$ cat config.mk
export PLATFORM = sky130hd
export DESIGN_NAME = matrix_stream_packer
export DESIGN_NICKNAME = d
export VERILOG_FILES = /design/src/rtl/matrix_pkg.sv /design/src/rtl/matrix_out_slot.sv /design/src/rtl/matrix_stream_packer.sv
export SDC_FILE = /design/constraint.sdc
export NUM_CORES = 1
export LEC_CHECK = 0
export CORE_MARGIN = 10
export CORE_UTILIZATION = 30
export CTS_BUF_LIST = sky130_fd_sc_hd__clkbuf_8
export CTS_CLUSTER_DIAMETER = 30
export DETAILED_ROUTE_END_ITERATION = 8
export PLACE_DENSITY = 0.55
export SYNTH_ARGS = -nofsm -noshare
export SYNTH_HDL_FRONTEND = slang
export SYNTH_SLANG_ARGS = --single-unit
export TNS_END_PERCENT = 30
$ cat constraint.sdc
create_clock -name clk -period 3.1 [get_ports clk]
set_input_delay 0.93 -clock clk [delete_from_list [all_inputs] [get_ports clk]]
set_output_delay 0.93 -clock clk [all_outputs]
set_load 0.1 [all_outputs]
$ cat src/rtl/matrix_pkg.sv
// -----------------------------------------------------------------------------
// matrix_pkg
//   Shared definitions for the matrix stream packer and its output slot.
//   - DEF_M / DEF_N / DEF_DW / DEF_MN : default matrix geometry (2x2, 8-bit).
//     Modules derive their own MN = M*N from their parameters.
//   - cnt_width(mn) : element counter width, clog2(mn) with a minimum of 1.
//   - elem_lsb(k, mn, dw) : LSB of element k in the MSB-first row-major
//     packed vector, (mn-k-1)*dw.
//   - msp_state_e : FILL / FULL state encoding of the packer.
// -----------------------------------------------------------------------------
package matrix_pkg;

    localparam int DEF_M  = 2;
    localparam int DEF_N  = 2;
    localparam int DEF_DW = 8;
    localparam int DEF_MN = DEF_M * DEF_N;

    // FILL: accepting elements into the fill buffer.
    // FULL: fill buffer holds a complete matrix waiting for the output slot.
    typedef enum logic {
        ST_FILL = 1'b0,
        ST_FULL = 1'b1
    } msp_state_e;

    function automatic int cnt_width(input int mn);
        return (mn > 1) ? $clog2(mn) : 1;
    endfunction

    // Element (0,0) sits at the MSBs, so element k ends up mn-k-1 slots
    // above bit 0.
    function automatic int elem_lsb(input int k, input int mn, input int dw);
        return (mn - k - 1) * dw;
    endfunction

endpackage : matrix_pkg

$ cat src/rtl/matrix_out_slot.sv
// -----------------------------------------------------------------------------
// matrix_out_slot
//   Single-entry output register with a valid/ready handshake. A load in the
//   same cycle as a downstream transfer wins, so out_valid stays high and the
//   new word replaces the one just taken.
//
// Handshake: a word moves downstream on any rising clk edge where
//   out_valid && out_ready. out_mat is held stable while out_valid=1 and
//   out_ready=0. load must only be asserted when slot_free=1.
//
// Ports:
//   clk, rst_n  : clock, asynchronous active-low reset
//   load        : write load_data into the slot this cycle
//   load_data   : word to store
//   out_ready   : downstream accepts out_mat
//   out_valid   : slot holds a word
//   out_mat     : stored word (reset value 0, held after it is taken)
//   slot_free   : slot is empty or is being emptied this cycle
// -----------------------------------------------------------------------------
module matrix_out_slot #(
    parameter int W = 32
) (
    input  logic         clk,
    input  logic         rst_n,
    input  logic         load,
    input  logic [W-1:0] load_data,
    input  logic         out_ready,
    output logic         out_valid,
    output logic [W-1:0] out_mat,
    output logic         slot_free
);

    logic         valid_q;
    logic [W-1:0] mat_q;

    assign slot_free = !valid_q || out_ready;
    assign out_valid = valid_q;
    assign out_mat   = mat_q;

    always_ff @(posedge clk or negedge rst_n) begin
        if (!rst_n) begin
            valid_q <= 1'b0;
            mat_q   <= '0;
        end else if (load) begin
            valid_q <= 1'b1;
            mat_q   <= load_data;
        end else if (valid_q && out_ready) begin
            valid_q <= 1'b0;
        end
    end

endmodule : matrix_out_slot

$ cat src/rtl/matrix_stream_packer.sv
// -----------------------------------------------------------------------------
// matrix_stream_packer
//   Collects M*N elements, one per beat in row-major order, into the packed
//   MSB-first vector used by the matrix transpose stage. A fill buffer plus an
//   output slot give double buffering: the next matrix loads while the
//   previous one waits downstream.
//
// Handshake (both sides): a transfer happens on a rising clk edge where
//   valid && ready. in_ready depends only on the FSM state, never on in_valid.
//   out_mat is stable while out_valid=1 and out_ready=0.
//
// Build option: define MSP_LAST_CHECK_EN to add in_last / err_last framing
//   checks. Without it, frames are delimited purely by the element counter.
//
// Ports:
//   clk, rst_n : clock, asynchronous active-low reset
//   in_valid   : input element valid
//   in_ready   : block can accept an element (state FILL)
//   in_data    : element value
//   out_valid  : out_mat holds a complete matrix
//   out_ready  : downstream accepts out_mat
//   out_mat    : packed matrix, element (0,0) at the MSBs
//   dbg_state  : current FSM state (FILL/FULL)
//   in_last    : last element of frame   (MSP_LAST_CHECK_EN only)
//   err_last   : sticky framing error    (MSP_LAST_CHECK_EN only)
// -----------------------------------------------------------------------------
module matrix_stream_packer
    import matrix_pkg::*;
#(
    parameter int M          = 2,
    parameter int N          = 2,
    parameter int DATA_WIDTH = 8
) (
    input  logic                      clk,
    input  logic                      rst_n,
    input  logic                      in_valid,
    output logic                      in_ready,
    input  logic [DATA_WIDTH-1:0]     in_data,
    output logic                      out_valid,
    input  logic                      out_ready,
    output logic [M*N*DATA_WIDTH-1:0] out_mat,
    output msp_state_e                dbg_state
`ifdef MSP_LAST_CHECK_EN
    ,
    input  logic                      in_last,
    output logic                      err_last
`endif
);

    localparam int MN = M * N;
    localparam int CW = cnt_width(MN);
    localparam int VW = MN * DATA_WIDTH;
    localparam logic [CW-1:0] CNT_LAST = CW'(MN - 1);

    msp_state_e    state_q, state_d;
    logic [CW-1:0] cnt_q;
    logic [VW-1:0] fill_q;
    logic [VW-1:0] assembled;
    logic          accept;
    logic          at_last;
    logic          frame_done;
    logic          drop_frame;
    logic          load;
    logic [VW-1:0] load_data;
    logic          slot_free;

    assign in_ready  = (state_q == ST_FILL);
    assign accept    = in_valid && in_ready;
    assign at_last   = (cnt_q == CNT_LAST);
    assign dbg_state = state_q;

`ifdef MSP_LAST_CHECK_EN
    // An early in_last abandons the partial frame; a missing in_last on the
    // final element only raises the error flag.
    assign drop_frame = accept && in_last && !at_last;
`else
    assign drop_frame = 1'b0;
`endif
    assign frame_done = accept && at_last;

    // Fill buffer with the current element merged into slot cnt. This is
    // both the next fill buffer value and, on the final element, the matrix
    // handed straight to the output slot without waiting a cycle.
    always_comb begin
        assembled = fill_q;
        for (int k = 0; k < MN; k++) begin
            if (cnt_q == CW'(k)) begin
                assembled[elem_lsb(k, MN, DATA_WIDTH) +: DATA_WIDTH] = in_data;
            end
        end
    end

    always_ff @(posedge clk or negedge rst_n) begin
        if (!rst_n) begin
            cnt_q  <= '0;
            fill_q <= '0;
        end else if (accept) begin
            fill_q <= assembled;
            if (frame_done || drop_frame) begin
                cnt_q <= '0;
            end else begin
                cnt_q <= cnt_q + 1'b1;
            end
        end
    end

    always_ff @(posedge clk or negedge rst_n) begin
        if (!rst_n) begin
            state_q <= ST_FILL;
        end else begin
            state_q <= state_d;
        end
    end

    always_comb begin
        state_d   = state_q;
        load      = 1'b0;
        load_data = fill_q;
        case (state_q)
            ST_FILL: begin
                if (frame_done) begin
                    if (slot_free) begin
                        load      = 1'b1;
                        load_data = assembled;
                    end else begin
                        state_d = ST_FULL;
                    end
                end
            end
            ST_FULL: begin
                if (slot_free) begin
                    load      = 1'b1;
                    load_data = fill_q;
                    state_d   = ST_FILL;
                end
            end
            default: begin
                state_d = ST_FILL;
            end
        endcase
    end

    matrix_out_slot #(
        .W(VW)
    ) u_out_slot (
        .clk       (clk),
        .rst_n     (rst_n),
        .load      (load),
        .load_data (load_data),
        .out_ready (out_ready),
        .out_valid (out_valid),
        .out_mat   (out_mat),
        .slot_free (slot_free)
    );

`ifdef MSP_LAST_CHECK_EN
    always_ff @(posedge clk or negedge rst_n) begin
        if (!rst_n) begin
            err_last <= 1'b0;
        end else if (accept && (in_last != at_last)) begin
            err_last <= 1'b1;
        end
    end
`endif

endmodule : matrix_stream_packer
==> results.cfg, run 1 <==
[timing]
slew_headroom = 0.2928
max_clock_skew_ps = 6.078
setup_tns_ps = 0
number_of_max_slew_violations_in_the_final_report = 0
tightestPinTransition_ps = 1060
final.period_utilization = 0.8002
finalSetupViolCount = 0
final.hold.worst_slack_ps = 475.6
finalCriticalPeriod_ps = 2481
rsz0062_at_grt = false
clock.fmax_mhz = 403.1
timing.final.hold_violations = 0

[detailed_routing]
drc_errors = 0
detail_route.iter0.violations = 248
routed-via-count = 2554
wl_per_cell_um = 18.70
routed_via_density = 5.288
route.antenna.remaining_nets = 0
drt_pre_antenna_iters = 4
drt_wl_total_mm = 9.034

[global_routing]
grt_max_degree = 39
globalRouteTotalUtil = 0.1150
number_of_antenna_violations_at_the_first_check_in_global_routing = 0
grt_first_pass_wirelength_mm = 14.65
grt_pass1_vias = 2612
globalRouteOverflowTotal = 0

[yosys]
syn_avg_cell_area_um2 = 11.13
mappedNetlistArea_um2 = 3318
synth-main-ff-cell = sky130_fd_sc_hd__dfrtp_1
synthDominantCellAreaShare = 0.5128
synth_seq_area_share = 0.5128
synth_top_cells_by_count = sky130_fd_sc_hd__dfrtp_1 (68), sky130_fd_sc_hd__o31ai_1 (31), sky130_fd_sc_hd__a21oi_1 (28)
synth.yosys.warnings = 0
synth_fp_nets = 314
synth_edf_count = 0
mapped_cells = 298
post-synth-top-count-cell = sky130_fd_sc_hd__dfrtp_1
asyncSetResetFlopFracSynth = 1.000
synth_top_cell_by_area = sky130_fd_sc_hd__dfrtp_1
synthTopCellsByArea = sky130_fd_sc_hd__dfrtp_1 (51%), sky130_fd_sc_hd__mux2_4 (11%), sky130_fd_sc_hd__o31ai_1 (7.0%)
synth_cell_types = 29
synth_seq_cells = 68

[die]
core_box_area_um2 = 10840
chipWidth_um = 125.2
area_enclosed_by_the_die_boundary_um2 = 15670
design.portCount = 47
die_y_um = 125.2
num_rows = 38
initial_utilization = 0.3061

[clock_network]
tritoncts = done
cts_made_buffers = 9
cts_setup_buffers = 0
ctsHoldBuffers = 0
cts_htree_levels = 3
clock_sink_count = 68
clock_tree.root_cell = sky130_fd_sc_hd__clkbuf_8
post_cts_resized = 0
clkSlewWorstSetupHoldPaths_ps = 70
max-clock-path-buffers = 2
clk-insertion-delay-late_ps = 330

[critical_path]
critical_path_class = input port to register
required_ps = 3250
reg2reg_depth = 4
setup.worst_path.start_class = input port
worst-r2r-setup-slack_ps = 1090
worstSetupStartpoint = in_valid
crit-reg2reg-launch = cnt_q[0]$_DFFE_PN0P_
crit_arrival_ps = 2630
r2r-end = u_out_slot.out_mat[11]$_DFFE_PN0P_
critical_path_peak_fanout = 25
end_kind = register

[status]
status = completed

[final_layout]
fin_nets = 355
insertedDiodeCount = 0
final_core_utilization = 0.3672
area.growth.synth_to_final_pct = 19.95
sequential_cell_area_um2 = 1702
fill_cells = 1105
combined_area_of_the_multi_input_logic_cells_um2 = 1426
final_layout_size_suffix_gt1_frac = 0.2711

[min_path]
worst_hold_path_type = register to register
worstHoldPathCells = 2
min_from = fill_q[6]$_DFFE_PN0P_
min_to = fill_q[6]$_DFFE_PN0P_

[place]
gp_weighted_congestion = 0.7364
numPortBuffers = 46
place.detailed.hpwl_mm = 5.762

[job]
cap_viol_max_count = 0
==> layout make-up <==
class,count,area share
inverters,7,0.006602
clock inverters,2,0.002201
flip-flops and latches,68,0.4275
repair buffers,57,0.1163
clock buffers,13,0.04495
well taps,140,0.04401
multi-input cells,196,0.3584
==> how the worst max path moves through the flow <==
stage | to | slack [ps] | depth (start not counted)
finish | u_out_slot.out_mat[11]$_DFFE_PN0P_ | 620 | 4
detailed placement | u_out_slot.out_mat[8]$_DFFE_PN0P_ | 280 | 4
floorplan | in_ready | 460 | 1
CTS | u_out_slot.out_mat[11]$_DFFE_PN0P_ | 640 | 4
global route | u_out_slot.out_mat[11]$_DFFE_PN0P_ | 430 | 4
global placement | u_out_slot.out_mat[30]$_DFFE_PN0P_ | 340 | 4
==> critical path: stages <==
cell and delay [ps]:
sky130_fd_sc_hd__clkdlybuf4s50_1 580, sky130_fd_sc_hd__a21oi_2 100, sky130_fd_sc_hd__nor2_2 830, sky130_fd_sc_hd__a31oi_1 180
==> flip-flops by register name, indices dropped and copies added (netlist names) <==
register / count
cnt_q: 2
fill_q: 32
u_out_slot.out_valid: 1
u_out_slot.out_mat: 32
dbg_state: 1
==> kinds of logic after synthesis <==
logic type | count (synthesis) | share of synthesized area
AOI/OAI and AO/OA | 96 | 0.1814
adders and majority gates | 4 | 0.01508
buffers and inverters | 34 | 0.05883
DFF | 68 | 0.5128
muxes | 25 | 0.1120
and+or+nand+nor | 71 | 0.1199
==> stage by stage <==
stage          instances  area [um2]  setup slack (ps)
4_1_cts              483        3980             637.3
3_3_place_gp         468        3792             344.2
5_1_grt              483        3980             427.3
6_report             483        3980             619.4
2_1_floorplan        298        3318             457.2
3_5_place_dp         468        3792             277.1
==> metal layers <==
layer / global-route usage / vias to the layer above / part of all wire
met5: 0 / - / 0
met4: 0.04133 / 0 / 0.011
met3: 0.03169 / 7 / 0.061
met2: 0.1743 / 68 / 0.48
met1: 0.1530 / 1287 / 0.45
li1: - / 1192 / -
==> placed cells by master (no fill, tap or decap), types with 3 or more instances in the layout <==
| cell | instances |
|---|---|
| sky130_fd_sc_hd__dfrtp_1 | 68 |
| sky130_fd_sc_hd__mux2_4 | 24 |
| sky130_fd_sc_hd__nand2_1 | 25 |
| sky130_fd_sc_hd__ha_1 | 4 |
| sky130_fd_sc_hd__nand2_8 | 3 |
| sky130_fd_sc_hd__inv_1 | 8 |
| sky130_fd_sc_hd__clkdlybuf4s50_1 | 10 |
| sky130_fd_sc_hd__a21oi_1 | 28 |
| sky130_fd_sc_hd__nand4_1 | 24 |
| sky130_fd_sc_hd__o31ai_1 | 31 |
| sky130_fd_sc_hd__o21ai_0 | 8 |
| sky130_fd_sc_hd__nor2_1 | 10 |
| sky130_fd_sc_hd__buf_4 | 45 |
| sky130_fd_sc_hd__clkbuf_8 | 13 |
| sky130_fd_sc_hd__a31oi_1 | 24 |
| sky130_fd_sc_hd__nor3_1 | 3 |
Power of run 1 is not shown: default switching activity piles up to over one toggle a cycle in this logic, so the estimate is an artifact.
==> run 2, diff against run 1 <==
PLACE_DENSITY = 0.57   (was 0.55)
clock period = 2.21 ns   (was 3.1 ns; I/O delays follow)
==> run 2 against run 1 <==
Compared with the run above:
- utilization up 3.3 points
- die area is the same
- routed wire length fell by 1.4%
- via count is 0.47% lower
- sequential share of layout area decreased by 3.5 points
- critical endpoint is now in_ready
- largest cell class unchanged
- flip-flop and latch count stayed put
- final cell count rose by 2.1%
==> results.cfg, run 2 (synthesized netlist as in run 1, its figures left out) <==
[job]
cap_viol_max_count = 0

[timing]
timing.final.hold_violations = 0
final.hold.worst_slack_ps = 162.9
tightestPinTransition_ps = 483.9
finalCriticalPeriod_ps = 1772
rsz0062_at_grt = false
number_of_max_slew_violations_in_the_final_report = 0
slew_headroom = 0.6764
finalSetupViolCount = 0
final.period_utilization = 0.8020
clock.fmax_mhz = 564.2
max_clock_skew_ps = 7.217
setup_tns_ps = 0

[die]
design.portCount = 47
area_enclosed_by_the_die_boundary_um2 = 15670
die_y_um = 125.2
chipWidth_um = 125.2
initial_utilization = 0.3061
num_rows = 38
core_box_area_um2 = 10840

[detailed_routing]
routed-via-count = 2542
drt_pre_antenna_iters = 6
wl_per_cell_um = 18.07
routed_via_density = 5.156
detail_route.iter0.violations = 200
drc_errors = 0
route.antenna.remaining_nets = 0
drt_wl_total_mm = 8.907

[place]
place_inst = 477
numPortBuffers = 46
place.detailed.hpwl_mm = 6.049
gp_weighted_congestion = 0.7715

[clock_network]
clkSlewWorstSetupHoldPaths_ps = 70
clock_sink_count = 68
tritoncts = done
ctsHoldBuffers = 0
clock_tree.root_cell = sky130_fd_sc_hd__clkbuf_8
post_cts_resized = 0
cts_setup_buffers = 0
cts_made_buffers = 9
max-clock-path-buffers = 2
cts_htree_levels = 3
clk-insertion-delay-late_ps = 340

[final_layout]
mostFrequentLayoutCells = sky130_fd_sc_hd__dfrtp_1 (67), sky130_fd_sc_hd__o31ai_1 (31), sky130_fd_sc_hd__buf_4 (29)
area.growth.synth_to_final_pct = 30.69
final_core_utilization = 0.4000
final-instance-count-excl-fill = 493
final_common_cell = sky130_fd_sc_hd__dfrtp_1
fin_nets = 364
final_layout_size_suffix_gt1_frac = 0.2861
insertedDiodeCount = 0

[critical_path]
crit_arrival_ps = 1110
crit_chain = inv_1 -> buf_12
critical_path_class = register to output pin
max_stage_delay_ps = 480
crit-reg2reg-launch = cnt_q[0]$_DFFE_PN0P_
end_kind = output pin
required_ps = 1550
worstSetupStartpoint = dbg_state$_DFF_PN0_
crit_slowest_cell = sky130_fd_sc_hd__dfrtp_2
setup.worst_path.start_class = register
critical_path_peak_fanout = 9

[global_routing]
grt_pass1_vias = 2701
number_of_antenna_violations_at_the_first_check_in_global_routing = 0
globalRouteOverflowTotal = 0
grt_max_degree = 47
globalRouteTotalUtil = 0.1144
grt_first_pass_wirelength_mm = 14.75

[status]
status = completed

[min_path]
worst_hold_path_type = input port to asynchronous set/reset pin
run 2: changes by cell type in the layout (fill, tap and decap cells not counted), sizes merged:
cell,before,now
clkinv,1,2
clkbuf,13,10
buf,47,56
inv,8,11
run 2: final cells by class:
cell class | instances | area, um2
repair buffers | 66 | 843.3
well taps | 140 | 175.2
clock inverters | 6 | 25.02
inverters | 7 | 26.28
multi-input cells | 196 | 1426
fillers | 1074 | 6504
clock buffers | 10 | 137.6
flip-flops and latches | 68 | 1703
run 2: layer usage:
metal,global-route usage,vias up,routed length [um]
met1,0.1446,1243,4013
met5,0,-,0
met4,0.05352,0,206
met2,0.1790,67,4164
met3,0.02915,17,522
li1,-,1215,-
run 2: through the flow:
stage	cell area (um2)	worst slack, ps
4_1_cts	4337	415.0
5_1_grt	4337	308.1
3_5_place_dp	4174	85.52
3_3_place_gp	4174	90.24
2_1_floorplan	3319	238.9
6_report	4337	437.6
run 2: final timing paths:
kind,to,slack [ps],cells past startpoint
worst max-delay path,in_ready,440,2
worst min-delay path,u_out_slot.out_mat[8]$_DFFE_PN0P_,160,1
worst max register to register,u_out_slot.out_mat[12]$_DFFE_PN0P_,530,5
worst min register to register,fill_q[5]$_DFFE_PN0P_,480,2
max in group asynchronous,fill_q[24]$_DFFE_PN0P_,1560,2
min in group clk,fill_q[5]$_DFFE_PN0P_,480,2
run 2: critical path: cells and delay by family (launching register included):
| kind | cells | cell delay [ps] |
|---|---|---|
| buffers and inverters | 2 | 300 |
| DFF | 1 | 480 |
Power of run 2 is left out for the same reason.
